--- src/rtl/mms_pkg.sv ---
// rtl/mms_pkg.sv - shared MMS types: Sv32 PTE/VPN/PPN and TLB entry/state definitions
package mms_pkg;

  localparam int PTE_WD = 32;
  localparam int ASID_W = 9;
  localparam int VPN1_W = 10;
  localparam int VPN0_W = 10;
  localparam int PPN1_W = 12;
  localparam int PPN0_W = 10;

  typedef logic [VPN1_W+VPN0_W-1:0] vpn_t;
  typedef logic [PPN1_W+PPN0_W-1:0] ppn_t;

  typedef struct packed {
    logic [PPN1_W-1:0] ppn1;
    logic [PPN0_W-1:0] ppn0;
    logic [1:0]        rsw;
    logic              d;
    logic              a;
    logic              g;
    logic              u;
    logic              x;
    logic              w;
    logic              r;
    logic              v;
  } pte_t;

  // glb is the PTE global bit ("global" is a reserved word)
  typedef struct packed {
    logic              valid;
    logic [ASID_W-1:0] asid;
    logic [VPN1_W-1:0] vpn1;
    logic [VPN0_W-1:0] vpn0;
    logic [PPN1_W-1:0] ppn1;
    logic [PPN0_W-1:0] ppn0;
    logic              mega;
    logic              glb;
    logic              u;
    logic              x;
    logic              w;
    logic              r;
    logic              dirty;
    logic              accessed;
  } tlb_entry_t;

  typedef enum logic [1:0] {IDLE, WALK_REQ, WALK_WAIT} tlb_state_e;

endpackage

--- src/rtl/mms_tlb_match.sv ---
// rtl/mms_tlb_match.sv - combinational TLB entry compare with lowest-index one-hot select
module mms_tlb_match
  import mms_pkg::*;
#(
  parameter int ENTRIES = 8
) (
  input  tlb_entry_t [ENTRIES-1:0] entries,
  input  vpn_t                     vpn,
  input  logic [ASID_W-1:0]        asid,
  input  logic                     use_asid,
  input  logic                     use_vpn,
  input  logic                     flush_mode,
  output logic [ENTRIES-1:0]       match_vec,
  output logic [ENTRIES-1:0]       hit_oh,
  output logic                     hit_any
);

  // Lookup: a global entry matches any ASID. Flush: only non-global entries of that ASID.
  always_comb begin
    match_vec = '0;
    for (int i = 0; i < ENTRIES; i++) begin
      match_vec[i] = entries[i].valid
        && (!use_asid || (flush_mode ? (!entries[i].glb && entries[i].asid == asid)
                                     : (entries[i].glb || entries[i].asid == asid)))
        && (!use_vpn || (entries[i].vpn1 == vpn[VPN0_W +: VPN1_W]
                         && (entries[i].mega || entries[i].vpn0 == vpn[VPN0_W-1:0])));
    end
  end

  assign hit_oh  = match_vec & (~match_vec + ENTRIES'(1));
  assign hit_any = |match_vec;

endmodule

--- src/rtl/mms_tlb_fa.sv ---
// rtl/mms_tlb_fa.sv - fully-associative Sv32 TLB with PTW refill; MMS_TLB_PERF_CNT_EN adds hit/miss counters
module mms_tlb_fa
  import mms_pkg::*;
#(
  parameter int ENTRIES = 8,
  parameter int ASID_WD = 9,
  parameter int VPN1_WD = 10,
  parameter int VPN0_WD = 10,
  parameter int PPN1_WD = 12,
  parameter int PPN0_WD = 10
) (
  input  logic                       clk,
  input  logic                       rst_n,
  input  logic                       req_valid,
  output logic                       req_ready,
  input  logic [VPN1_WD+VPN0_WD-1:0] req_vpn,
  input  logic [ASID_WD-1:0]         req_asid,
  output logic                       resp_valid,
  output logic                       resp_hit,
  output logic                       resp_fault,
  output logic [PPN1_WD+PPN0_WD-1:0] resp_ppn,
  output logic [3:0]                 resp_perm,
  output logic                       ptw_req_valid,
  input  logic                       ptw_req_ready,
  output logic [VPN1_WD+VPN0_WD-1:0] ptw_req_vpn,
  output logic [ASID_WD-1:0]         ptw_req_asid,
  input  logic                       ptw_resp_valid,
  input  logic [PTE_WD-1:0]          ptw_resp_pte,
  input  logic                       ptw_resp_level,
  input  logic                       ptw_resp_fault,
  input  logic                       flush_valid,
  input  logic                       flush_asid_en,
  input  logic [ASID_WD-1:0]         flush_asid,
  input  logic                       flush_vpn_en,
  input  logic [VPN1_WD+VPN0_WD-1:0] flush_vpn
`ifdef MMS_TLB_PERF_CNT_EN
  ,
  output logic [31:0]                perf_hit_cnt,
  output logic [31:0]                perf_miss_cnt
`endif
);

  localparam int IDX_WD = $clog2(ENTRIES);

  tlb_entry_t [ENTRIES-1:0] tlb_q;
  tlb_state_e               state_q, state_d;
  logic [IDX_WD-1:0]        rr_ptr;
  vpn_t                     lat_vpn;
  logic [ASID_WD-1:0]       lat_asid;
  logic                     drop_q;

  logic [ENTRIES-1:0] lk_vec, lk_oh, fl_vec, fl_oh;
  logic               lk_hit, fl_any;
  tlb_entry_t         hit_entry, new_entry;
  pte_t               pte;
  logic               accept, walk_done, walk_fault, do_fill, have_inv;
  logic [IDX_WD-1:0]  inv_idx, victim;
  logic               unused_match;

  assign pte = pte_t'(ptw_resp_pte);

  mms_tlb_match #(.ENTRIES(ENTRIES)) u_lookup (
    .entries    (tlb_q),
    .vpn        (req_vpn),
    .asid       (req_asid),
    .use_asid   (1'b1),
    .use_vpn    (1'b1),
    .flush_mode (1'b0),
    .match_vec  (lk_vec),
    .hit_oh     (lk_oh),
    .hit_any    (lk_hit)
  );

  mms_tlb_match #(.ENTRIES(ENTRIES)) u_flush (
    .entries    (tlb_q),
    .vpn        (flush_vpn),
    .asid       (flush_asid),
    .use_asid   (flush_asid_en),
    .use_vpn    (flush_vpn_en),
    .flush_mode (1'b1),
    .match_vec  (fl_vec),
    .hit_oh     (fl_oh),
    .hit_any    (fl_any)
  );

  assign unused_match = ^{lk_vec, fl_oh, fl_any, pte.rsw, hit_entry};

  always_comb begin
    hit_entry = '0;
    for (int i = 0; i < ENTRIES; i++) begin
      if (lk_oh[i]) hit_entry = tlb_entry_t'(hit_entry | tlb_q[i]);
    end
  end

  // Victim: lowest-index invalid slot, otherwise the round-robin pointer
  always_comb begin
    have_inv = 1'b0;
    inv_idx  = '0;
    for (int i = ENTRIES-1; i >= 0; i--) begin
      if (!tlb_q[i].valid) begin
        have_inv = 1'b1;
        inv_idx  = IDX_WD'(i);
      end
    end
    victim = have_inv ? inv_idx : rr_ptr;
  end

  assign accept     = req_valid && req_ready;
  assign walk_done  = (state_q == WALK_WAIT) && ptw_resp_valid;
  assign walk_fault = ptw_resp_fault || !pte.v || (!pte.r && pte.w)
                      || (ptw_resp_level && (pte.ppn0 != '0));
  assign do_fill    = walk_done && !walk_fault && !drop_q && !flush_valid;

  always_comb begin
    new_entry          = '0;
    new_entry.valid    = 1'b1;
    new_entry.asid     = lat_asid;
    new_entry.vpn1     = lat_vpn[VPN0_W +: VPN1_W];
    new_entry.vpn0     = lat_vpn[VPN0_W-1:0];
    new_entry.ppn1     = pte.ppn1;
    new_entry.ppn0     = pte.ppn0;
    new_entry.mega     = ptw_resp_level;
    new_entry.glb      = pte.g;
    new_entry.u        = pte.u;
    new_entry.x        = pte.x;
    new_entry.w        = pte.w;
    new_entry.r        = pte.r;
    new_entry.dirty    = pte.d;
    new_entry.accessed = pte.a;
  end

  always_comb begin
    state_d       = state_q;
    req_ready     = (state_q == IDLE) && !flush_valid;
    ptw_req_valid = (state_q == WALK_REQ);
    ptw_req_vpn   = lat_vpn;
    ptw_req_asid  = lat_asid;
    case (state_q)
      IDLE:      if (req_valid && !flush_valid && !lk_hit) state_d = WALK_REQ;
      WALK_REQ:  if (ptw_req_ready) state_d = WALK_WAIT;
      WALK_WAIT: if (ptw_resp_valid) state_d = IDLE;
      default:   state_d = IDLE;
    endcase
  end

  always_ff @(posedge clk or negedge rst_n) begin
    if (!rst_n) begin
      state_q  <= IDLE;
      lat_vpn  <= '0;
      lat_asid <= '0;
      drop_q   <= 1'b0;
    end else begin
      state_q <= state_d;
      if (accept && !lk_hit) begin
        lat_vpn  <= req_vpn;
        lat_asid <= req_asid;
      end
      if (state_d == IDLE) drop_q <= 1'b0;
      else if (flush_valid) drop_q <= 1'b1;
    end
  end

  always_ff @(posedge clk or negedge rst_n) begin
    if (!rst_n) begin
      tlb_q  <= '0;
      rr_ptr <= '0;
    end else if (flush_valid) begin
      for (int i = 0; i < ENTRIES; i++) begin
        if (fl_vec[i]) tlb_q[i].valid <= 1'b0;
      end
    end else if (do_fill) begin
      tlb_q[victim] <= new_entry;
      if (!have_inv) rr_ptr <= rr_ptr + IDX_WD'(1);
    end
  end

  always_ff @(posedge clk or negedge rst_n) begin
    if (!rst_n) begin
      resp_valid <= 1'b0;
      resp_hit   <= 1'b0;
      resp_fault <= 1'b0;
      resp_ppn   <= '0;
      resp_perm  <= '0;
    end else if (accept && lk_hit) begin
      resp_valid <= 1'b1;
      resp_hit   <= 1'b1;
      resp_fault <= 1'b0;
      resp_ppn   <= {hit_entry.ppn1, hit_entry.mega ? req_vpn[VPN0_WD-1:0] : hit_entry.ppn0};
      resp_perm  <= {hit_entry.u, hit_entry.x, hit_entry.w, hit_entry.r};
    end else if (walk_done) begin
      resp_valid <= 1'b1;
      resp_hit   <= 1'b0;
      resp_fault <= walk_fault;
      resp_ppn   <= walk_fault ? '0
                    : {pte.ppn1, ptw_resp_level ? lat_vpn[VPN0_WD-1:0] : pte.ppn0};
      resp_perm  <= walk_fault ? '0 : {pte.u, pte.x, pte.w, pte.r};
    end else begin
      resp_valid <= 1'b0;
      resp_hit   <= 1'b0;
      resp_fault <= 1'b0;
      resp_ppn   <= '0;
      resp_perm  <= '0;
    end
  end

`ifdef MMS_TLB_PERF_CNT_EN
  always_ff @(posedge clk or negedge rst_n) begin
    if (!rst_n) begin
      perf_hit_cnt  <= '0;
      perf_miss_cnt <= '0;
    end else begin
      if (accept && lk_hit && perf_hit_cnt != '1) perf_hit_cnt <= perf_hit_cnt + 32'd1;
      if (accept && !lk_hit && perf_miss_cnt != '1) perf_miss_cnt <= perf_miss_cnt + 32'd1;
    end
  end
`endif

endmodule

--- config.mk ---
export PLATFORM = sky130hd
export DESIGN_NAME = mms_tlb_fa
export DESIGN_NICKNAME = d
export VERILOG_FILES = /design/src/rtl/mms_pkg.sv /design/src/rtl/mms_tlb_match.sv /design/src/rtl/mms_tlb_fa.sv
export SDC_FILE = /design/constraint.sdc
export NUM_CORES = 1
export LEC_CHECK = 0
export ABC_CLOCK_PERIOD_IN_PS = 2760
export BUFFER_PORTS_ARGS = -buffer_cell sky130_fd_sc_hd__buf_2
export CORE_MARGIN = 2
export CORE_UTILIZATION = 40
export CTS_CLUSTER_DIAMETER = 80
export CTS_CLUSTER_SIZE = 14
export DETAILED_ROUTE_END_ITERATION = 12
export SYNTH_ARGS = -nofsm -noshare
export SYNTH_HDL_FRONTEND = slang
export SYNTH_HIERARCHICAL = 1
export SYNTH_SLANG_ARGS = --single-unit
--- constraint.sdc ---
create_clock -name clk -period 2.76 [get_ports clk]
set_clock_uncertainty 0.15 [all_clocks]
set_input_delay 0 -clock clk [delete_from_list [all_inputs] [get_ports clk]]
set_output_delay 0 -clock clk [all_outputs]
set_load 0.01 [all_outputs]
==> Word level (Yosys, flattened, before mapping) <==
Index checks and enable logic that the tools add are counted.
{ "word_totals": {"in_bits": 100, "reg_bits": 544} }
{ "op_classes": {"add_sub_neg": 2, "n_bitwise": 11, "eq_ne": 58, "order_cmp": 2, "n_reduce_logical": 144, "muxes": 64} }
{ "op_table": {"columns": ["op", "n"], "rows": [
  ["480-bit bitwise mux", 1],
  ["480-bit two-way mux", 1],
  ["10-bit == test", 32],
  ["30-bit two-way mux", 8],
  ["30-bit OR", 7],
  ["60-bit demux with 3-bit select", 1],
  ["9-bit == test", 16],
  ["1-bit logical AND", 69],
  ["22-bit two-way mux", 3],
  ["60-bit two-way mux", 1],
  ["1-bit logical OR", 43],
  ["1-bit two-way mux", 31],
  ["3-bit two-way mux", 9],
  ["10-bit two-way mux", 2],
  ["2-bit AND reduction", 9],
  ["1-bit zero test", 16],
  ["2-bit by 1-bit inequality test with 1-bit output (second input constant)", 8],
  ["4-bit two-way mux", 3],
  ["10-bit nonzero test", 1],
  ["8-bit by 1-bit adder with 8-bit output (second input constant)", 1],
  ["8-bit bitwise AND", 1],
  ["8-bit inverter", 1],
  ["8-bit OR reduction", 1],
  ["2-bit two-way mux", 3],
  ["other kinds (10)", 13]
]} }

==> Depth between registers and ports, before layout <==
{ "logic_depth": {"word_depth": 24, "mapped_depth": 14} }

==> Modules after synthesis <==
Netlist, hierarchy kept.
{ "modules_own_cells": {"columns": ["mod", "cells_each", "area_each_um2", "n_inst"], "rows": [
  ["mms_tlb_fa", 1413, 21546.9, 1],
  ["mms_tlb_match", 380, 3094.2, 2]
]} }

==> Worst setup path after synthesis <==
OpenSTA, ideal clock, no wires.
{ "synth_path": {"kind": "reg-to-reg", "start": "reg tlb_q[97] (netlist bit)", "end": "reg lat_asid[0], in the netlist ptw_req_asid[0]", "arrival_time_ps": 2427, "path_slack_ps": 58, "stages_incl_launch_ff": 10, "period_less_slack_ps": 2702, "t_required_ps": 2485, "path_buffers": 1, "path_cell_list": "dfrtp_1 -> xnor2_1 -> nand4_1 -> nor4_1 -> o2111ai_2 -> nand3_2 -> or4_1 -> nor2_1 -> buf_1 -> mux2_2"} }
{ "synth_via": {"elab_chain_cells": 7} }
{ "synth_lines": {"columns": ["item", "line", "text"], "rows": [
  ["start, declared", "mms_tlb_fa.sv:45", "tlb_entry_t [ENTRIES-1:0] tlb_q;"],
  ["start signal, assigned by index", "mms_tlb_fa.sv:172", "tlb_q[victim] <= new_entry;"],
  ["10-bit == test", "mms_tlb_match.sv:26", "&& (entries[i].mega || entries[i].vpn0 == vpn[VPN0_W-1:0])));"],
  ["1-bit logical OR", "mms_tlb_match.sv:26", null],
  ["1-bit logical AND", "mms_tlb_match.sv:26", null],
  ["1-bit logical AND", "mms_tlb_match.sv:25", "&& (!use_vpn || (entries[i].vpn1 == vpn[VPN0_W +: VPN1_W]"],
  ["8-bit OR reduction", "mms_tlb_match.sv:31", "assign hit_any = |match_vec;"],
  ["net lk_hit", "mms_tlb_fa.sv:53", "logic lk_hit, fl_any;"],
  ["1-bit zero test", "mms_tlb_fa.sv:154", "if (accept && !lk_hit) begin"],
  ["1-bit logical AND", "mms_tlb_fa.sv:154", null],
  ["end signal, assigned", "mms_tlb_fa.sv:156", "lat_asid <= req_asid;"],
  ["end, declared", "mms_tlb_fa.sv:49", "logic [ASID_WD-1:0] lat_asid;"]
]} }
The timed path passes the listed nets, and every way through them passes these cells.
A chain may end at the register's enable or synchronous reset.

==> Worst setup path after layout <==
{ "layout_path": {"start": "reg tlb_q[222] (netlist bit)", "end": "reg resp_ppn[9]"} }
{ "layout_via": {"elab_cells_between_ends": 19, "cone_classes": "add/sub (1); eq/ne (1); mux (7); bitwise (6); reduce/logical (4)"} }
{ "layout_rtl": {"columns": ["item", "line", "text"], "rows": [
  ["10-bit == test *", "mms_tlb_match.sv:25", null],
  ["1-bit logical AND *", "mms_tlb_match.sv:26", null],
  ["1-bit logical AND *", "mms_tlb_match.sv:25", null],
  ["8-bit inverter *", "mms_tlb_match.sv:30", "assign hit_oh = match_vec & (~match_vec + ENTRIES'(1));"],
  ["8-bit by 1-bit adder with 8-bit output *", "mms_tlb_match.sv:30", null],
  ["8-bit bitwise AND *", "mms_tlb_match.sv:30", null],
  ["net lk_oh[6]", "mms_tlb_fa.sv:52", "logic [ENTRIES-1:0] lk_vec, lk_oh, fl_vec, fl_oh;"],
  ["30-bit two-way mux *", "mms_tlb_fa.sv:91", "if (lk_oh[i]) hit_entry = tlb_entry_t'(hit_entry | tlb_q[i]);"],
  ["30-bit OR", "mms_tlb_fa.sv:91", null],
  ["30-bit two-way mux *", "mms_tlb_fa.sv:91", null],
  ["10-bit two-way mux *", "mms_tlb_fa.sv:188", "resp_ppn <= {hit_entry.ppn1, hit_entry.mega ? req_vpn[VPN0_WD-1:0] : hit_entry.ppn0};"],
  ["22-bit two-way mux *", "mms_tlb_fa.sv:184", "end else if (accept && lk_hit) begin"],
  ["end signal, assigned", "mms_tlb_fa.sv:188", null],
  ["end signal, assigned", "mms_tlb_fa.sv:194", "resp_ppn <= walk_fault ? '0"],
  ["end, declared", "mms_tlb_fa.sv:21", "output logic [PPN1_WD+PPN0_WD-1:0] resp_ppn,"]
]} }
Mark *: on every way through the listed nets, which the timed path passes. The rest lies on a longest branch.

==> impl_metrics.env <==
export IMPL_use_met2_pct=41.60
export IMPL_period_share_pct=117.0
export IMPL_instances_no_fill=3542
export IMPL_io_buffers=155
export IMPL_fp_coreArea_sq_mm=0.06704
export IMPL_layout_drive_gt1_share_pct=41.64
export IMPL_fin_util_pct=51.67
export IMPL_dpl_cell_count=3402
export IMPL_hold_path_class="primary input to asynchronous set/reset pin"
export IMPL_endpoint="resp_ppn[9]"
export IMPL_antenna_found_initial=1
export IMPL_syn_cell_area_sq_mm=0.02706
export IMPL_fmax_mhz=309.7
export IMPL_yosysWarnings=6
export IMPL_syn_avg_cell_area_sq_um=12.75
export IMPL_setup_ws_ps=-469.3
export IMPL_grt_pass1_vias=20810
export IMPL_h_tree_depth=2
export IMPL_crit_arrival_ps=3590
export IMPL_drtAntennaViolNets=0
export IMPL_setup_tns_ps=-15730
export IMPL_vdd_drop_max_mv=0.4648
export IMPL_place_gp_congestion=0.8942
export IMPL_globalRouteTotalUtil_pct=25.10
export IMPL_pin_count=160
export IMPL_globalRoute_totalOverflow=0
export IMPL_slew_headroom_pct=45.34
export IMPL_setup_viol=58
export IMPL_p_total_uw=17150
export IMPL_r2r_setup_slack_ps=-470
export IMPL_clockRootBuffer="clkbuf_16"
export IMPL_fp_row_count=95
export IMPL_cts_sinks=528
export IMPL_cts_clk_slew_worst_paths_ps=70
export IMPL_grtUsageMet3_pct=3.822
export IMPL_nets=2764
export IMPL_grt_use_met1_pct=33.79
export IMPL_worst_path_max_fanout=8
export IMPL_rsz0062_at_grt="true"
export IMPL_clk_latency_ps=600
export IMPL_grt_max_degree=82
export IMPL_grt_pass1_wl_mm=133.1
export IMPL_cts_buffers=44
export IMPL_slew_viol_final=0
export IMPL_layout_common_cells="dfrtp_1 (528), xnor2_1 (385), buf_4 (358)"
export IMPL_die_area_sq_mm=0.06974
export IMPL_grt_busiest_layer="met2"
export IMPL_fillCellCount=5753
export IMPL_vias=19780
export IMPL_start_util_pct=40.36
export IMPL_synthToLayoutAreaGrowth_pct=28.03
export IMPL_failed_checks="setup timing"
export IMPL_power_density_mw_per_mm2=495.0
export IMPL_timing_rr_end="resp_ppn[9]"
export IMPL_drc_errors=0
export IMPL_drt_pass1_iter_count=5
export IMPL_worstPathRequired_ps=3120
export IMPL_period_minus_slack_ps=3229
export IMPL_dp_hpwl_mm=58.72
export IMPL_syn_inst=2122
export IMPL_vias_per_cell=5.585
export IMPL_drtIter0Drc=1335
export IMPL_final_common_cell="dfrtp_1"
export IMPL_hold_violations=0
export IMPL_cellLeakagePower_uw=0.01631
export IMPL_clk_path_buf_depth=3
export IMPL_r2r_cells=14
export IMPL_die_w_um=264.1
export IMPL_regToRegStartpoint="tlb_q[222]"
export IMPL_wl_mm=88.74
export IMPL_wl_per_cell_um=25.05
export IMPL_die_y_um=264.1
export IMPL_final_area_sq_mm=0.03464
export IMPL_start_kind="flop"
export IMPL_worst_pin_slew_ps=809.3
export IMPL_postPlaceCellArea_sq_mm=0.03169
export IMPL_path_class="flop to flop"
export IMPL_status="complete, but fails checks"
export IMPL_end_kind="flop"
export IMPL_cts_tree="yes"
export IMPL_cap_viol_max_count=0
export IMPL_cp_startpoint="tlb_q[222]"
## through the flow
step,setup WS (ps),hold slack [ps]
2_1_floorplan,77.95,-445.6
3_3_place_gp,-821.8,-124.1
3_5_place_dp,-916.5,-124.2
4_1_cts,-349.5,30.90
5_1_grt,-524.2,65.19
6_report,-469.3,42.09
## worst max-delay path, stage by stage, from the launching register on
cell and delay [ps]:
dfrtp_1 410, xnor2_1 190, nand4_1 240, o41ai_4 490, o2111ai_2 260, nand2_2 220, nor3_2 90, a22oi_1 150
nand4_1 150, buf_6 160, buf_12 130, buf_4 130, a31oi_1 130, a21oi_1 60, o22ai_1 160
## worst min path at each step
| stage | from | endpoint | slack [ps] | depth (start not counted) |
|---|---|---|---|---|
| 2_1_floorplan | rst_n | drop_q | -450 | 0 |
| 3_3_place_gp | rst_n | tlb_q[49] | -120 | 1 |
| 3_5_place_dp | rst_n | tlb_q[44] | -120 | 1 |
| 4_1_cts | ptw_resp_fault | rr_ptr[2] | 30 | 6 |
| 5_1_grt | rst_n | tlb_q[288] | 70 | 3 |
| 6_report | rst_n | tlb_q[49] | 40 | 3 |
## power by group
part / leakage [uW] / total, uW / internal (uW) / switching (uW)
sequential: 0.00730 / 8850 / 8010 / 842
clock: 0.000589 / 5910 / 2980 / 2930
combinational: 0.00842 / 2390 / 1170 / 1220
## layout make-up
type / count / area [sq um] / share of cell area (%)
Antenna cell: 1 / 2.502 / 0.007224
Multi-Input combinational cell: 1429 / 13690 / 39.52
Sequential cell: 528 / 13210 / 38.14
Clock buffer: 45 / 1115 / 3.218
Inverter: 13 / 51.30 / 0.1481
Timing Repair Buffer: 647 / 5383 / 15.54
Clock inverter: 6 / 95.09 / 0.2745
Tap cell: 873 / 1092 / 3.153
## repair_timing
action                                  4_1_cts  5_1_grt
hold buffers                                 66        0
setup buffers                                10        8
endpoints found under the setup margin      167       84
gates resized for setup                      70       80
gates cloned                                  2        3
hold endpoints to repair                    824        0
pin swaps                                    12       24
## routing by layer
layer | up-vias | wire length (um)
met5 | - | 16
met3 | 139 | 4897
met1 | 10310 | 38270
met4 | 2 | 2580
li1 | 8685 | -
met2 | 642 | 42970
## sequential cells by signal, indices dropped and copies added (netlist names)
signal,count
tlb_q,464
resp_ppn,22
ptw_req_vpn,20
ptw_req_asid,9
resp_perm,4
rr_ptr,3
state_q,2
drop_q,1
resp_fault,1
resp_hit,1
resp_valid,1
No activity file was read; power rests on OpenSTA's default activity.
